## src/rtl/mips_pipe_pkg.sv

```systemverilog
// Shared MIPS pipeline definitions: hazard FSM encoding, ID/EX control word, register constants.
package mips_pipe_pkg;

  localparam logic [1:0] ST_RUN     = 2'd0;
  localparam logic [1:0] ST_MD_WAIT = 2'd1;
  localparam logic [1:0] ST_MD_DONE = 2'd2;

  typedef enum logic [1:0] {
    RUN     = ST_RUN,
    MD_WAIT = ST_MD_WAIT,
    MD_DONE = ST_MD_DONE
  } hz_state_e;

  localparam int unsigned IDEX_CTRL_W = 20;
  localparam logic [IDEX_CTRL_W-1:0] IDEX_CTRL_NOP = '0;

  localparam int unsigned REG_IDX_W = 5;
  localparam logic [REG_IDX_W-1:0] REG_ZERO = 5'd0;

endpackage

```

## src/rtl/muldiv_busy_cnt.sv

```systemverilog
// Loadable down-counter tracking remaining mult/div busy cycles; saturates at zero.
module muldiv_busy_cnt #(
  parameter int unsigned CNT_W = 6
) (
  input  logic             CLK,
  input  logic             RESET,
  input  logic             load,
  input  logic [CNT_W-1:0] load_val,
  input  logic             dec,
  output logic             zero
);

  logic [CNT_W-1:0] cnt_q;

  always_ff @(posedge CLK or posedge RESET) begin
    if (RESET) begin
      cnt_q <= '0;
    end else if (load) begin
      cnt_q <= load_val;
    end else if (dec && (cnt_q != '0)) begin
      cnt_q <= cnt_q - CNT_W'(1);
    end
  end

  assign zero = (cnt_q == '0);

endmodule

```

## src/rtl/hazard_ctrl.sv

```systemverilog
// ID-stage hazard controller: load-use stalls, branch/jump flushes, mult/div structural stalls.
// Optional stall-cycle performance counter enabled by defining HAZ_PERF_CNT_EN.
module hazard_ctrl
  import mips_pipe_pkg::*;
#(
  parameter int unsigned MULDIV_LAT = 32,
  parameter int unsigned CNT_W      = 6
) (
  input  logic                 CLK,
  input  logic                 RESET,
  input  logic [REG_IDX_W-1:0] I_ID_RS,
  input  logic [REG_IDX_W-1:0] I_ID_RT,
  input  logic                 I_ID_UsesRT,
  input  logic                 I_ID_Jump,
  input  logic                 I_ID_MulDiv,
  input  logic                 I_ID_HiLoRead,
  input  logic                 I_EX_MemRead,
  input  logic [REG_IDX_W-1:0] I_EX_RT,
  input  logic                 I_EX_BranchTaken,
  output logic                 O_PC_Write,
  output logic                 O_IFID_Write,
  output logic                 O_IFID_Flush,
  output logic                 O_IDEX_Bubble,
  output logic                 O_MulDiv_Start,
  output logic                 O_MulDiv_Busy,
  output logic [31:0]          O_StallCycles
);

  hz_state_e state_q, state_d;

  logic load_use;
  logic md_hold;
  logic cnt_load, cnt_dec, cnt_zero;
  logic pc_write, ifid_write, ifid_flush, idex_bubble, md_start, md_busy;

  muldiv_busy_cnt #(
    .CNT_W (CNT_W)
  ) u_busy_cnt (
    .CLK      (CLK),
    .RESET    (RESET),
    .load     (cnt_load),
    .load_val (CNT_W'(MULDIV_LAT - 1)),
    .dec      (cnt_dec),
    .zero     (cnt_zero)
  );

  assign load_use = I_EX_MemRead && (I_EX_RT != REG_ZERO) &&
                    ((I_EX_RT == I_ID_RS) || (I_ID_UsesRT && (I_EX_RT == I_ID_RT)));

  // HI/LO consumers and new mult/div ops wait until the unit has written back.
  assign md_hold = (I_ID_MulDiv || I_ID_HiLoRead) && (state_q != RUN);

  always_ff @(posedge CLK or posedge RESET) begin
    if (RESET) begin
      state_q <= RUN;
    end else begin
      state_q <= state_d;
    end
  end

  always_comb begin
    state_d     = state_q;
    pc_write    = 1'b1;
    ifid_write  = 1'b1;
    ifid_flush  = 1'b0;
    idex_bubble = 1'b0;
    md_start    = 1'b0;
    md_busy     = 1'b0;
    cnt_load    = 1'b0;
    cnt_dec     = 1'b0;

    case (state_q)
      RUN:     ;
      MD_WAIT: begin
        md_busy = 1'b1;
        cnt_dec = 1'b1;
        if (cnt_zero) state_d = MD_DONE;
      end
      MD_DONE: state_d = RUN;
      default: state_d = RUN;
    endcase

    if (I_EX_BranchTaken) begin
      ifid_flush  = 1'b1;
      idex_bubble = 1'b1;
    end else if (md_hold || load_use) begin
      pc_write    = 1'b0;
      ifid_write  = 1'b0;
      idex_bubble = 1'b1;
    end else if (I_ID_Jump) begin
      ifid_flush  = 1'b1;
    end else if (I_ID_MulDiv) begin
      // Only reachable in RUN: md_hold catches it in the other states.
      md_start = 1'b1;
      cnt_load = 1'b1;
      state_d  = MD_WAIT;
    end

    if (RESET) begin
      pc_write    = 1'b0;
      ifid_write  = 1'b0;
      ifid_flush  = 1'b1;
      idex_bubble = 1'b1;
      md_start    = 1'b0;
      md_busy     = 1'b0;
      cnt_load    = 1'b0;
      cnt_dec     = 1'b0;
    end
  end

  assign O_PC_Write     = pc_write;
  assign O_IFID_Write   = ifid_write;
  assign O_IFID_Flush   = ifid_flush;
  assign O_IDEX_Bubble  = idex_bubble;
  assign O_MulDiv_Start = md_start;
  assign O_MulDiv_Busy  = md_busy;

`ifdef HAZ_PERF_CNT_EN
  logic [31:0] stall_q;

  // Saturating count of cycles in which the PC was held.
  always_ff @(posedge CLK or posedge RESET) begin
    if (RESET) begin
      stall_q <= '0;
    end else if (!pc_write && (stall_q != 32'hFFFF_FFFF)) begin
      stall_q <= stall_q + 32'd1;
    end
  end

  assign O_StallCycles = stall_q;
`else
  assign O_StallCycles = '0;
`endif

endmodule

```

## config.mk

```make
export PLATFORM = sky130hd
export DESIGN_NAME = hazard_ctrl
export DESIGN_NICKNAME = d
export VERILOG_FILES = /design/src/rtl/mips_pipe_pkg.sv /design/src/rtl/muldiv_busy_cnt.sv /design/src/rtl/hazard_ctrl.sv
export SDC_FILE = /design/constraint.sdc
export NUM_CORES = 1
export LEC_CHECK = 0
export ABC_AREA = 1
export BUFFER_PORTS_ARGS = -buffer_cell sky130_fd_sc_hd__buf_2
export CORE_MARGIN = 2
export CORE_UTILIZATION = 42
export CTS_BUF_LIST = sky130_fd_sc_hd__clkbuf_4 sky130_fd_sc_hd__clkbuf_8 sky130_fd_sc_hd__clkbuf_16
export CTS_CLUSTER_SIZE = 10
export DETAILED_ROUTE_END_ITERATION = 12
export PLACE_DENSITY = 0.91
export REMOVE_ABC_BUFFERS = 1
export SYNTH_ARGS = -nofsm -noshare
export SYNTH_HDL_FRONTEND = slang
export SYNTH_SLANG_ARGS = --single-unit
```

## constraint.sdc

```tcl
create_clock -name CLK -period 1.75 [get_ports CLK]
set_input_delay 0.2625 -clock CLK [delete_from_list [all_inputs] [get_ports CLK]]
set_output_delay 0.2625 -clock CLK [all_outputs]
set_load 0.01 [all_outputs]
```

==> run summary <==
The placed wire-length estimate is 1440 um. Routability-driven placement finished with a final weighted congestion of 0.807. Across every metal layer, demand over resource in global routing totals 0.132.

The layout overhead on the synthesized area came out at 11.4%. The summed negative setup slack over all endpoints came out at 0 ns. The class of the tightest hold or removal check is input pin to async pin. STA classifies the critical path startpoint as a register.

The clock latency on the worst-skew pair came out at 0.26 ns. The filler cell count in the final layout came out at 252. The initial antenna violation count came out at 0. Leaving out fill and tap cells, the most frequent cells in the layout are nand2_1, conb_1, buf_2, inv_1, nor2_1.

The worst reg-to-reg setup slack came out at 0.32 ns. The number of warnings reported in the yosys synthesis log is 0. The average wire length per cell after detail routing came out at 8.19 um. The cell that appears most often on the critical path is nor2_1. The number of buffers created by CTS came out at 3. The antenna diode count is 0. The CTS tree is built. The run finished with clean final reports.

In the routed layout, each cell is associated on average with a via count of 4.04. Entering global routing, the biggest net connects 9 pins. In this run, distinct cell masters in the synthesized netlist total 23.

The number of global-route vias before repair is 707. For this run the aggregate overflow at the end of global routing stands at 0. The total of flip-flops plus latches after synthesis is 8.

The number of max-cap violations is 0. The timing-limited maximum frequency is 601 MHz. The worst flop-to-flop path startpoint is u_busy_cnt.cnt_q[0]. The number of instances in the synthesized netlist came out at 147. For this design the ratio of total power to cell area is 913 nW/um^2.

The master of the slowest instance on the critical path is dfrtp_1. The maximum level of the CTS H-tree came out at 1. For this run, the share of the core covered by cells in the final layout is 0.492. The max-slew violation count is 0. The required time of the critical path is 1.49 ns. The first routing iteration left 4 violations. Setup repair after global routing left no endpoint under its margin. The first global-routing pass estimated 2680 um of wire. The share of synthesized area in the top cell type comes to 0.256.

The die is 52.0 um wide. The overall die height came out at 52.0 um. The post-route DRC violation count came out at 0. A synthesized cell averages 6.58 sq um.

Across the VDD grid, the largest voltage drop is 0.719 mV. The longest individual stage delay on the worst path came out at 0.40 ns. The clock sink count is 8.

The total number of placement rows came out at 17. The worst setup path endpoint is O_IFID_Write. The capture point of the worst reg-to-reg path is u_busy_cnt.cnt_q[1].

Of all cell types, the one taking the most synthesized area is buf_4. The largest fanout on the critical path came out at 4. The region available for standard cell placement spans 2190 sq um. The remaining number of nets flagged by the antenna check after routing came out at 0. The longest clock path from root to sink contains 2 buffers. The final count of hold timing violations was 0. The number of buffers added to fix hold violations after cts came out at 0. The register area share after synthesis came out at 0.207.

Pin placement for this block handled 61 I/O pins. The setup path with the least slack is of type register to output pin. The commonest non-fill, non-tap cell in the layout is nand2_1.

The worst setup skew after layout is 0.00868 ns. The data arrival time of the critical path came out at 1.40 ns. The count of endpoints failing setup in the final report is 0. The initial core utilization came out at 0.441. The share of cells above drive strength 1 came out at 0.261. The net count of the finished layout is 207.

After detailed routing, the total wire length is 1700 um. The worst setup path startpoint is state_q[1]. STA classifies the critical path endpoint as an output pin.

The analysis attributes to cell leakage a power of 0.682 nW. In this run the clock root is driven by a clkbuf_4. The number of cells on the worst reg-to-reg path is 6. The minimum clock period is 1.66 ns. Across all layers, the routed design uses 840 vias. Port buffering added 28 buffers.

After synthesis, the cell types taking the most area are buf_4, dfrtp_1, nand2_1, inv_1, nor2_1. Of the available clock period, the critical path in the final layout requires 0.950. The mapped netlist covers 967 sq um. The die covers 2700 sq um.

The pre-antenna-repair detailed-routing pass consisted of 3 iterations. The critical path goes through o22ai_2 -> a21boi_4 -> nor2_1 -> nor2_1 -> buf_2. The clock transition at the registers of the reported paths came out at 0.06 ns.
[synth_stat cells]
| cell | n |
|---|---|
| a21boi_2 | 1 |
| buf_4 | 33 |
| conb_1 | 1 |
| dfrtp_1 | 8 |
| ha_1 | 2 |
| inv_1 | 24 |
| inv_2 | 1 |
| mux2_2 | 1 |
| nand2_1 | 40 |
| nand2_2 | 3 |
| nand3_1 | 3 |
| nand4_1 | 2 |
| nand4_2 | 1 |
| nand4_4 | 1 |
| nor2_1 | 14 |
| nor2_2 | 2 |
| nor2_4 | 1 |
| nor3_1 | 1 |
| nor3b_1 | 1 |
| o21ai_0 | 1 |
| o22ai_1 | 1 |
| xnor2_1 | 3 |
| xor2_1 | 2 |
[report_power, final]
group | leakage (nW) | switching [W] | internal [W]
Sequential | 0.0937 | 0.0000520 | 0.000265
Clock | 0.0138 | 0.0000641 | 0.0000786
Combinational | 0.574 | 0.000295 | 0.000229
Total | 0.682 | 0.000411 | 0.000572
[flip-flops by register name, summed over array words and instances (netlist names)]
| signal | cells |
|---|---|
| state_q | 2 |
| u_busy_cnt.cnt_q | 6 |
[worst max-delay path: cells and delay by family (launching register included)]
family          cells  cell delay (ns)
compound gates      2             0.42
flops               1             0.40
simple gates        2             0.19
buf+inv             1             0.15
[routing by layer]
| layer | wire, um | part of all wire | track usage | vias to the layer above |
|---|---|---|---|---|
| met3 | 125 | 0.073 | 0.0287 | 2 |
| met5 | 0 | 0 | 0 | - |
| li1 | - | - | - | 440 |
| met4 | 7 | 0.0041 | 0.0614 | 0 |
| met2 | 902 | 0.53 | 0.243 | 32 |
| met1 | 668 | 0.39 | 0.141 | 366 |
[metrics by stage]
stage,total power (W),area (sq um),hold WS [ns],cells,setup WS [ns]
6_report,0.000984,1080,0.0934,208,0.0871
5_1_grt,0.00108,1080,0.115,208,0.00109
4_1_cts,0.000957,1060,0.103,207,0.0217
3_5_place_dp,0.000811,1030,0.382,204,0.118
3_3_place_gp,0.000781,1030,0.367,204,0.158
2_1_floorplan,0.000674,836,0.108,145,0.252
[worst min path at each step]
stage / from / end / slack, ns / depth (start not counted)
after floorplan: RESET / state_q[0] / 0.11 / 1
after global placement: RESET / state_q[0] / 0.37 / 3
after detailed placement: RESET / state_q[0] / 0.38 / 3
after CTS: RESET / state_q[0] / 0.10 / 3
after global routing: RESET / u_busy_cnt.cnt_q[2] / 0.12 / 3
final: RESET / state_q[0] / 0.09 / 3
[kinds of logic after synthesis]
kind of cell | Yosys count | share of synthesized area
compound gates | 3 | 0.0233
xor+xnor | 5 | 0.0453
fa+ha+maj | 2 | 0.0259
buf+inv | 58 | 0.353
flops | 8 | 0.207
mux | 1 | 0.0116
other cells | 1 | 0.00388
simple gates | 69 | 0.330
[final cells by class]
type	instances	area [sq um]	area share
timing repair buffer	32	170	0.158
tap	28	35.0	0.0325
sequential	8	200	0.186
clock buffer	3	22.5	0.0209
inverter	25	93.8	0.0871
multi-input combinational	112	556	0.516
[timing repair]
item / in CTS / in global routing
resized for setup: 0 / 3
buffers inserted: 0 / 1
endpoints found under the setup margin: 0 / 3
Power figures use the tool's default switching activity.
